===== config.mk =====
export PLATFORM = sky130hd
export DESIGN_NAME = stall_aware_control
export DESIGN_NICKNAME = d
export VERILOG_FILES = /design/src/rtl/stall_aware_control.sv
export SDC_FILE = /design/constraint.sdc
export NUM_CORES = 1
export LEC_CHECK = 0
export ABC_AREA = 1
export BUFFER_PORTS_ARGS = -buffer_cell sky130_fd_sc_hd__buf_2
export CORE_ASPECT_RATIO = 1.4
export CORE_MARGIN = 8
export CORE_UTILIZATION = 45
export CTS_CLUSTER_SIZE = 12
export DETAILED_ROUTE_END_ITERATION = 6
export HOLD_SLACK_MARGIN = 0.03
export PLACE_DENSITY = 0.64
export SKIP_CTS_REPAIR_TIMING = 1
export SLEW_MARGIN = 20
export SYNTH_ARGS = -nofsm -noshare
export SYNTH_HDL_FRONTEND = slang
export SYNTH_SLANG_ARGS = --single-unit

===== constraint.sdc =====
create_clock -name clock -period 3.1 [get_ports clock]
set_input_delay 0.62 -clock clock [delete_from_list [all_inputs] [get_ports clock]]
set_output_delay 0.62 -clock clock [all_outputs]
set_load 0.02 [all_outputs]

===== src/rtl/stall_aware_control.sv =====
// Multi-cycle core control FSM: fetch/execute/memory sequencing with stall
// timeouts, prioritized sticky halt causes and a retired-instruction counter.
module stall_aware_control #(
  parameter int MAX_WAIT    = 15,
  parameter int NUM_ERR     = 4,
  parameter int COUNT_W     = 32,
  parameter int ECALL_HALTS = 1
) (
  input  logic               clock,
  input  logic               reset,
  input  logic [6:0]         opcode,
  input  logic [2:0]         funct3,
  input  logic [NUM_ERR-1:0] errorFlags,
  input  logic               fetchReady,
  input  logic               memReady,
  output logic               fetchReq,
  output logic               memReq,
  output logic [1:0]         memoryMode,
  output logic               rdWriteEnable,
  output logic [1:0]         rdSource,
  output logic               opImm,
  output logic               programCounterWriteEnable,
  output logic               halted,
  output logic [2:0]         haltCause,
  output logic [COUNT_W-1:0] retiredCount
);

  typedef enum logic [2:0] {FETCH, EXECUTE, MEM_PRELOAD, MEM_ACCESS, HALT} state_t;

  localparam logic [4:0] OP_LOAD    = 5'b00000;
  localparam logic [4:0] OP_MISCMEM = 5'b00011;
  localparam logic [4:0] OP_OPIMM   = 5'b00100;
  localparam logic [4:0] OP_AUIPC   = 5'b00101;
  localparam logic [4:0] OP_STORE   = 5'b01000;
  localparam logic [4:0] OP_OP      = 5'b01100;
  localparam logic [4:0] OP_LUI     = 5'b01101;
  localparam logic [4:0] OP_BRANCH  = 5'b11000;
  localparam logic [4:0] OP_JALR    = 5'b11001;
  localparam logic [4:0] OP_JAL     = 5'b11011;
  localparam logic [4:0] OP_SYSTEM  = 5'b11100;

  localparam logic [2:0] CAUSE_ECALL   = 3'd1;
  localparam logic [2:0] CAUSE_BADOP   = 3'd2;
  localparam logic [2:0] CAUSE_BADLOW  = 3'd3;
  localparam logic [2:0] CAUSE_ERROR   = 3'd4;
  localparam logic [2:0] CAUSE_TIMEOUT = 3'd5;

  state_t       state, nextState;
  logic [7:0]   waitCount;
  logic         memIsLoad, nextMemIsLoad;
  logic [2:0]   haltCauseReg, nextCause;
  logic         anyError, waitExpired;

  assign anyError    = |errorFlags;
  // The MAX_WAIT-th consecutive stalled cycle is the one that times out.
  assign waitExpired = (waitCount >= 8'(MAX_WAIT - 1));
  assign halted      = (state == HALT);
  assign haltCause   = haltCauseReg;

  always_comb begin
    nextState                 = state;
    nextCause                 = 3'd0;
    nextMemIsLoad             = memIsLoad;
    fetchReq                  = 1'b0;
    memReq                    = 1'b0;
    memoryMode                = 2'd0;
    rdWriteEnable             = 1'b0;
    rdSource                  = 2'd0;
    opImm                     = 1'b0;
    programCounterWriteEnable = 1'b0;
    case (state)
      FETCH: begin
        fetchReq = 1'b1;
        if (fetchReady) begin
          nextState = EXECUTE;
        end else if (waitExpired) begin
          nextState = HALT;
          nextCause = CAUSE_TIMEOUT;
        end
      end
      EXECUTE: begin
        nextState = FETCH;
        if (anyError) begin
          nextState = HALT;
          nextCause = CAUSE_ERROR;
        end else if (opcode[1:0] != 2'b11) begin
          nextState = HALT;
          nextCause = CAUSE_BADLOW;
        end else begin
          case (opcode[6:2])
            OP_LUI, OP_AUIPC: begin
              rdWriteEnable             = 1'b1;
              rdSource                  = 2'd2;
              programCounterWriteEnable = 1'b1;
            end
            OP_JAL, OP_JALR: begin
              rdWriteEnable             = 1'b1;
              rdSource                  = 2'd3;
              programCounterWriteEnable = 1'b1;
            end
            OP_OPIMM, OP_OP: begin
              rdWriteEnable             = 1'b1;
              rdSource                  = 2'd1;
              opImm                     = (opcode[6:2] == OP_OPIMM);
              programCounterWriteEnable = 1'b1;
            end
            OP_BRANCH, OP_MISCMEM: programCounterWriteEnable = 1'b1;
            OP_LOAD: begin
              nextState     = MEM_ACCESS;
              nextMemIsLoad = 1'b1;
            end
            OP_STORE: begin
              // Only full-word stores skip the read-modify-write preload.
              nextState     = (funct3 == 3'b010) ? MEM_ACCESS : MEM_PRELOAD;
              nextMemIsLoad = 1'b0;
            end
            OP_SYSTEM: begin
              if (funct3 != 3'b000) begin
                nextState = HALT;
                nextCause = CAUSE_BADOP;
              end else if (ECALL_HALTS != 0) begin
                nextState = HALT;
                nextCause = CAUSE_ECALL;
              end else begin
                programCounterWriteEnable = 1'b1;
              end
            end
            default: begin
              nextState = HALT;
              nextCause = CAUSE_BADOP;
            end
          endcase
        end
      end
      MEM_PRELOAD: begin
        memReq     = 1'b1;
        memoryMode = 2'd2;
        if (anyError) begin
          nextState = HALT;
          nextCause = CAUSE_ERROR;
        end else if (memReady) begin
          nextState = MEM_ACCESS;
        end else if (waitExpired) begin
          nextState = HALT;
          nextCause = CAUSE_TIMEOUT;
        end
      end
      MEM_ACCESS: begin
        memReq     = 1'b1;
        memoryMode = memIsLoad ? 2'd1 : 2'd3;
        if (anyError) begin
          nextState = HALT;
          nextCause = CAUSE_ERROR;
        end else if (memReady) begin
          nextState                 = FETCH;
          programCounterWriteEnable = 1'b1;
          rdWriteEnable             = memIsLoad;
        end else if (waitExpired) begin
          nextState = HALT;
          nextCause = CAUSE_TIMEOUT;
        end
      end
      HALT:    nextState = HALT;
      default: nextState = FETCH;
    endcase
    // Reset wins over everything, including a completing memory access.
    if (reset) begin
      fetchReq                  = 1'b0;
      memReq                    = 1'b0;
      rdWriteEnable             = 1'b0;
      programCounterWriteEnable = 1'b0;
    end
  end

  always_ff @(posedge clock) begin
    if (reset) begin
      state        <= FETCH;
      waitCount    <= '0;
      haltCauseReg <= 3'd0;
      memIsLoad    <= 1'b0;
      retiredCount <= '0;
    end else begin
      state     <= nextState;
      memIsLoad <= nextMemIsLoad;
      if (nextState != state) begin
        waitCount <= '0;
      end else if (state == FETCH || state == MEM_PRELOAD || state == MEM_ACCESS) begin
        waitCount <= waitCount + 8'd1;
      end
      if (nextState == HALT && state != HALT) begin
        haltCauseReg <= nextCause;
      end
      if (programCounterWriteEnable) begin
        retiredCount <= retiredCount + COUNT_W'(1);
      end
    end
  end

endmodule


# Word level (Yosys, flattened, before mapping)
# Cells that the tools add are included.
[classes]
bitwise = 2
n_reduce_logical = 17
n_eq_ne = 19
order_cmp = 1
addsub = 2
n_mux = 49
[op_table]
columns = ["operator", "n"]
rows = [
  ["$mux 3", 13],
  ["$add 32x1->32 const B", 1],
  ["$mux 1", 21],
  ["$eq 5x5->1 const B", 4],
  ["$pmux 3 s3", 2],
  ["$eq 5x4->1 const B", 3],
  ["$pmux 3 s5", 1],
  ["$mux 2", 6],
  ["$eq 5x3->1 const B", 2],
  ["$reduce_or 10->1", 1],
  ["$reduce_or 2->1", 5],
  ["$eq 3x2->1 const B", 3],
  ["$add 8x1->8 const B", 1],
  ["$ge 8x4->1 const B", 1],
  ["$pmux 2 s2", 2],
  ["$reduce_or 8->1", 1],
  ["$eq 3x3->1 const B", 2],
  ["$pmux 1 s2", 3],
  ["$pmux 2 s3", 1],
  ["$reduce_or 6->1", 1],
  ["$eq 5x2->1 const B", 1],
  ["$logic_not 5->1", 1],
  ["$reduce_and 4->1", 1],
  ["$reduce_or 4->1", 1],
  ["10 further kinds", 12],
]
[totals]
out_inout_bits = 45
ff_bits = 47
inputBits = 18
word_cells = 95

# Depth between registers and ports, before layout
[logic_depth]
word_depth = 8
depth_mapped = 14
mapped_depth_nobuf = 14

# Worst setup path after synthesis
# Ideal clock, no wire load.
[synth_timing]
kind = "in2out"
startpoint = "in errorFlags[1]"
endpoint = "out rdWriteEnable"
setup_slack_ps = 818
required_time_ps = 2480
arrival_time_ps = 1662
cell_stages = 8
path_buffers = 0
cell_sequence = "nor2_1 > nand3_2 > nor2_1 > nand2_1 > or2_1 > o221ai_1 > nand4_1 > inv_1"
[synth_between]
elab_chain_len = 4
word_cells_on_any_way = 5
cone_classes = "mux (4); reduce/logical (1)"
[synth_rtl]
columns = ["item", "line", "text"]
rows = [
  ["from (decl)", "13", "input logic [NUM_ERR-1:0] errorFlags,"],
  ["$reduce_or 4->1 *", "54", "assign anyError = |errorFlags;"],
  ["$mux 1 (on tied branches)", "151, 83", ""],
  ["$pmux 1 s2 *", "71", "case (state)"],
  ["$mux 1 *", "167", "if (reset) begin"],
  ["to (decl)", "19", "output logic rdWriteEnable,"],
]
# Mark *: on every way between the ends. The rest lies on a longest branch, timed or not.

# Worst setup path after layout
[layout_timing]
startpoint = "reg state[0]"
endpoint = "out programCounterWriteEnable"
[layout_between]
elab_chain_len = 3
word_cells_on_any_way = 4
cone_classes = "eq/ne (2); mux (2)"
[layout_rtl]
columns = ["item", "line", "text"]
rows = [
  ["from (decl)", "48", "state_t state, nextState;"],
  ["from (signal assigned)", "183", "state <= nextState;"],
  ["$eq 3x2->1 / $eq 3x1->1 (equally long branches)", "71", ""],
  ["$pmux 1 s2 *", "71", ""],
  ["$mux 1 *", "167", ""],
  ["to (decl)", "22", "output logic programCounterWriteEnable,"],
]
# Marked as above.

==> results.toml <==
[placement]
place.gp.congestion = 0.8819
portBuffers = 62
place_area_mm2 = 0.003615
pre_cts_ws_ns = 0.4928
dp.cells = 676
hpwl_um = 7419

[synthesis]
yosysSeqAreaShare = 0.2895
ys_warn_count = 0
synth.avg_cell_area_um2 = 6.156
syn_inst = 528
synth_nets = 549
synth_cell_types = 36
netlist_area_mm2 = 0.003251
synth_seq_cells = 47

[cts]
cts.reportedPaths.clkPinSlew_ns = 0.10
cts_tree = "yes"
clock_path_buffers = 2
root_buffer = "clkbuf_8"
htree_levels = 2
cts_inserted_buffers = 5
insertion_delay_ns = 0.31
cts_sinks = 47

[global_routing]
grt_remaining_overflow = 0
track_usage = 0.1948
met1_usage = 0.2114
top_usage_layer = "met2"
met2_usage = 0.3550
grt_pass1_vias = 3397
met3_usage = 0.02746
grt_pass1_wl_um = 15820
grt_max_degree = 31
antenna_found_initial = 0

[min_path]
hold_class = "reg -> reg"

[timing]
max_freq_mhz = 368.5
fin_skew_ns = 0.004838
hold_slack_ns = 0.4872
fin_crit_sh = 0.8755
slew_headroom = 0.6175
finalWorstSetupSlack_ns = 0.3861
setup_viol = 0
grt_setup_unrepaired = "no"
worst_slew_pin_slew_ns = 0.5702
drv_slew = 0
final.min_clock_period_ns = 2.714
finalSetupTns_ns = 0
hold_viol_final = 0

[floorplan]
dieArea_mm2 = 0.01024
coreArea_mm2 = 0.006982
fp-row-count = 36
die_h_um = 116.6
initial_core_util = 0.4656
die_w_um = 87.83
io_pins = 63

[layout]
layout.nets = 609
fill_cells = 740
drive_gt1_frac = 0.1919
fin_util = 0.5310
finalNonFillerCells = 684
final_common_cell = "nand2_1"
fin_area_mm2 = 0.003707
layout_common_cells = "nand2_1, nor2_1, buf_2"
areaGrowthSynthToFinish_pct = 14.05
diodes = 0

[critical_path]
arrival_ns = 2.09
worstPathRequired_ns = 2.48
cp-start-kind = "flip-flop"
cp-end-kind = "primary output"
worst-setup-path-type = "reg -> out"
reg2reg_slack_ns = 1.12
path_max_fanout = 14

[routing]
drc = 0
first_pass_iters = 4
ant_nets = 0
vias_per_cell = 5.010
drt_iter0_drc = 157
finalWirelength_um = 9329
avgRoutedWirePerCell_um = 13.64
vias = 3427

[pwr]
ir_worst_vdd_mv = 0.1830
p_total_mw = 1.134
p_leak_nw = 1.559
power_density_mw_per_mm2 = 305.8

[job]
cap_violations = 0

[outcome]
status = "complete, no violations"
synth_stat cells:
| cell type | instances | area share |
|---|---|---|
| a31oi_1 | 2 | 0.0038 |
| o21ai_0 | 5 | 0.0077 |
| a21oi_4 | 2 | 0.010 |
| buf_1 | 1 | 0.0012 |
| inv_2 | 8 | 0.0092 |
| o221ai_1 | 1 | 0.0027 |
| xor2_1 | 11 | 0.030 |
| a21oi_1 | 34 | 0.052 |
| or2_1 | 1 | 0.0019 |
| nand3_2 | 4 | 0.012 |
| nor3_4 | 2 | 0.010 |
| nand3_4 | 1 | 0.0054 |
| inv_1 | 53 | 0.061 |
| nor3_2 | 1 | 0.0031 |
| nand2_4 | 1 | 0.0035 |
| nand4_1 | 9 | 0.017 |
| nor3_1 | 19 | 0.029 |
| buf_4 | 1 | 0.0023 |
| nor2_4 | 1 | 0.0035 |
| clkinv_1 | 1 | 0.0012 |
| nand3b_1 | 5 | 0.012 |
| ha_1 | 3 | 0.012 |
| dfxtp_1 | 47 | 0.29 |
| buf_2 | 1 | 0.0015 |
| inv_4 | 1 | 0.0019 |
| clkbuf_1 | 4 | 0.0046 |
| xnor2_1 | 4 | 0.011 |
| nand2_2 | 6 | 0.012 |
| o21ai_2 | 2 | 0.0054 |
| nor2_2 | 11 | 0.021 |
| nand3_1 | 48 | 0.074 |
| o21ai_1 | 3 | 0.0046 |
| buf_6 | 5 | 0.017 |
| and3_1 | 2 | 0.0038 |
| nand2_1 | 157 | 0.18 |
| nor2_1 | 71 | 0.082 |
sequential cells by signal, summed over array words and instances (netlist names):
name          count
haltCause         3
memIsLoad         1
retiredCount     32
state             3
waitCount         8
final cells by class:
cell class / count / area, um^2 / area share
clock inverters: 3 / 23.77 / 0.006412
multi-input cells: 406 / 1983 / 0.5349
flip-flops and latches: 47 / 940.9 / 0.2538
inverters: 63 / 239.0 / 0.06446
clock buffers: 5 / 68.82 / 0.01856
well taps: 95 / 118.9 / 0.03206
repair buffers: 65 / 332.8 / 0.08977
metal layers:
metal / vias to the layer above / part of all wire
met5: - / 0
met4: 0 / 0.032
met3: 19 / 0.036
met2: 72 / 0.51
met1: 1533 / 0.42
li1: 1803 / -
cell families (layout without fill, tap and decap cells):
group | Yosys count | count (layout) | synth area share
AO/OA/AOI/OAI | 49 | 49 | 0.08660
XOR/XNOR | 15 | 15 | 0.04041
adder cells (fa/ha/maj) | 3 | 3 | 0.01155
buffers and inverters | 75 | 136 | 0.1005
flip-flops | 47 | 47 | 0.2895
AND/OR/NAND/NOR | 339 | 339 | 0.4715
report_power, final:
part / internal [mW] / switching, mW / total [mW]
combinational: 0.0390 / 0.0790 / 0.118
clock: 0.162 / 0.235 / 0.397
sequential: 0.610 / 0.00917 / 0.619
final timing paths:
kind / start / cells after the start / end
max reg2reg: state[0] / 7 / retiredCount[28]
min reg2reg: haltCause[1] / 2 / haltCause[1]
min: haltCause[1] / 2 / haltCause[1]
max: state[0] / 7 / programCounterWriteEnable
worst max-delay path, cell delays in order, from the launching register on:
cell and delay [ns]:
dfxtp_1 0.60, inv_2 0.16, nor3_4 0.23, nand3_1 0.16
nand2_2 0.25, nand2_1 0.15, inv_1 0.08, buf_2 0.15
Power figures use the tool's default switching activity.
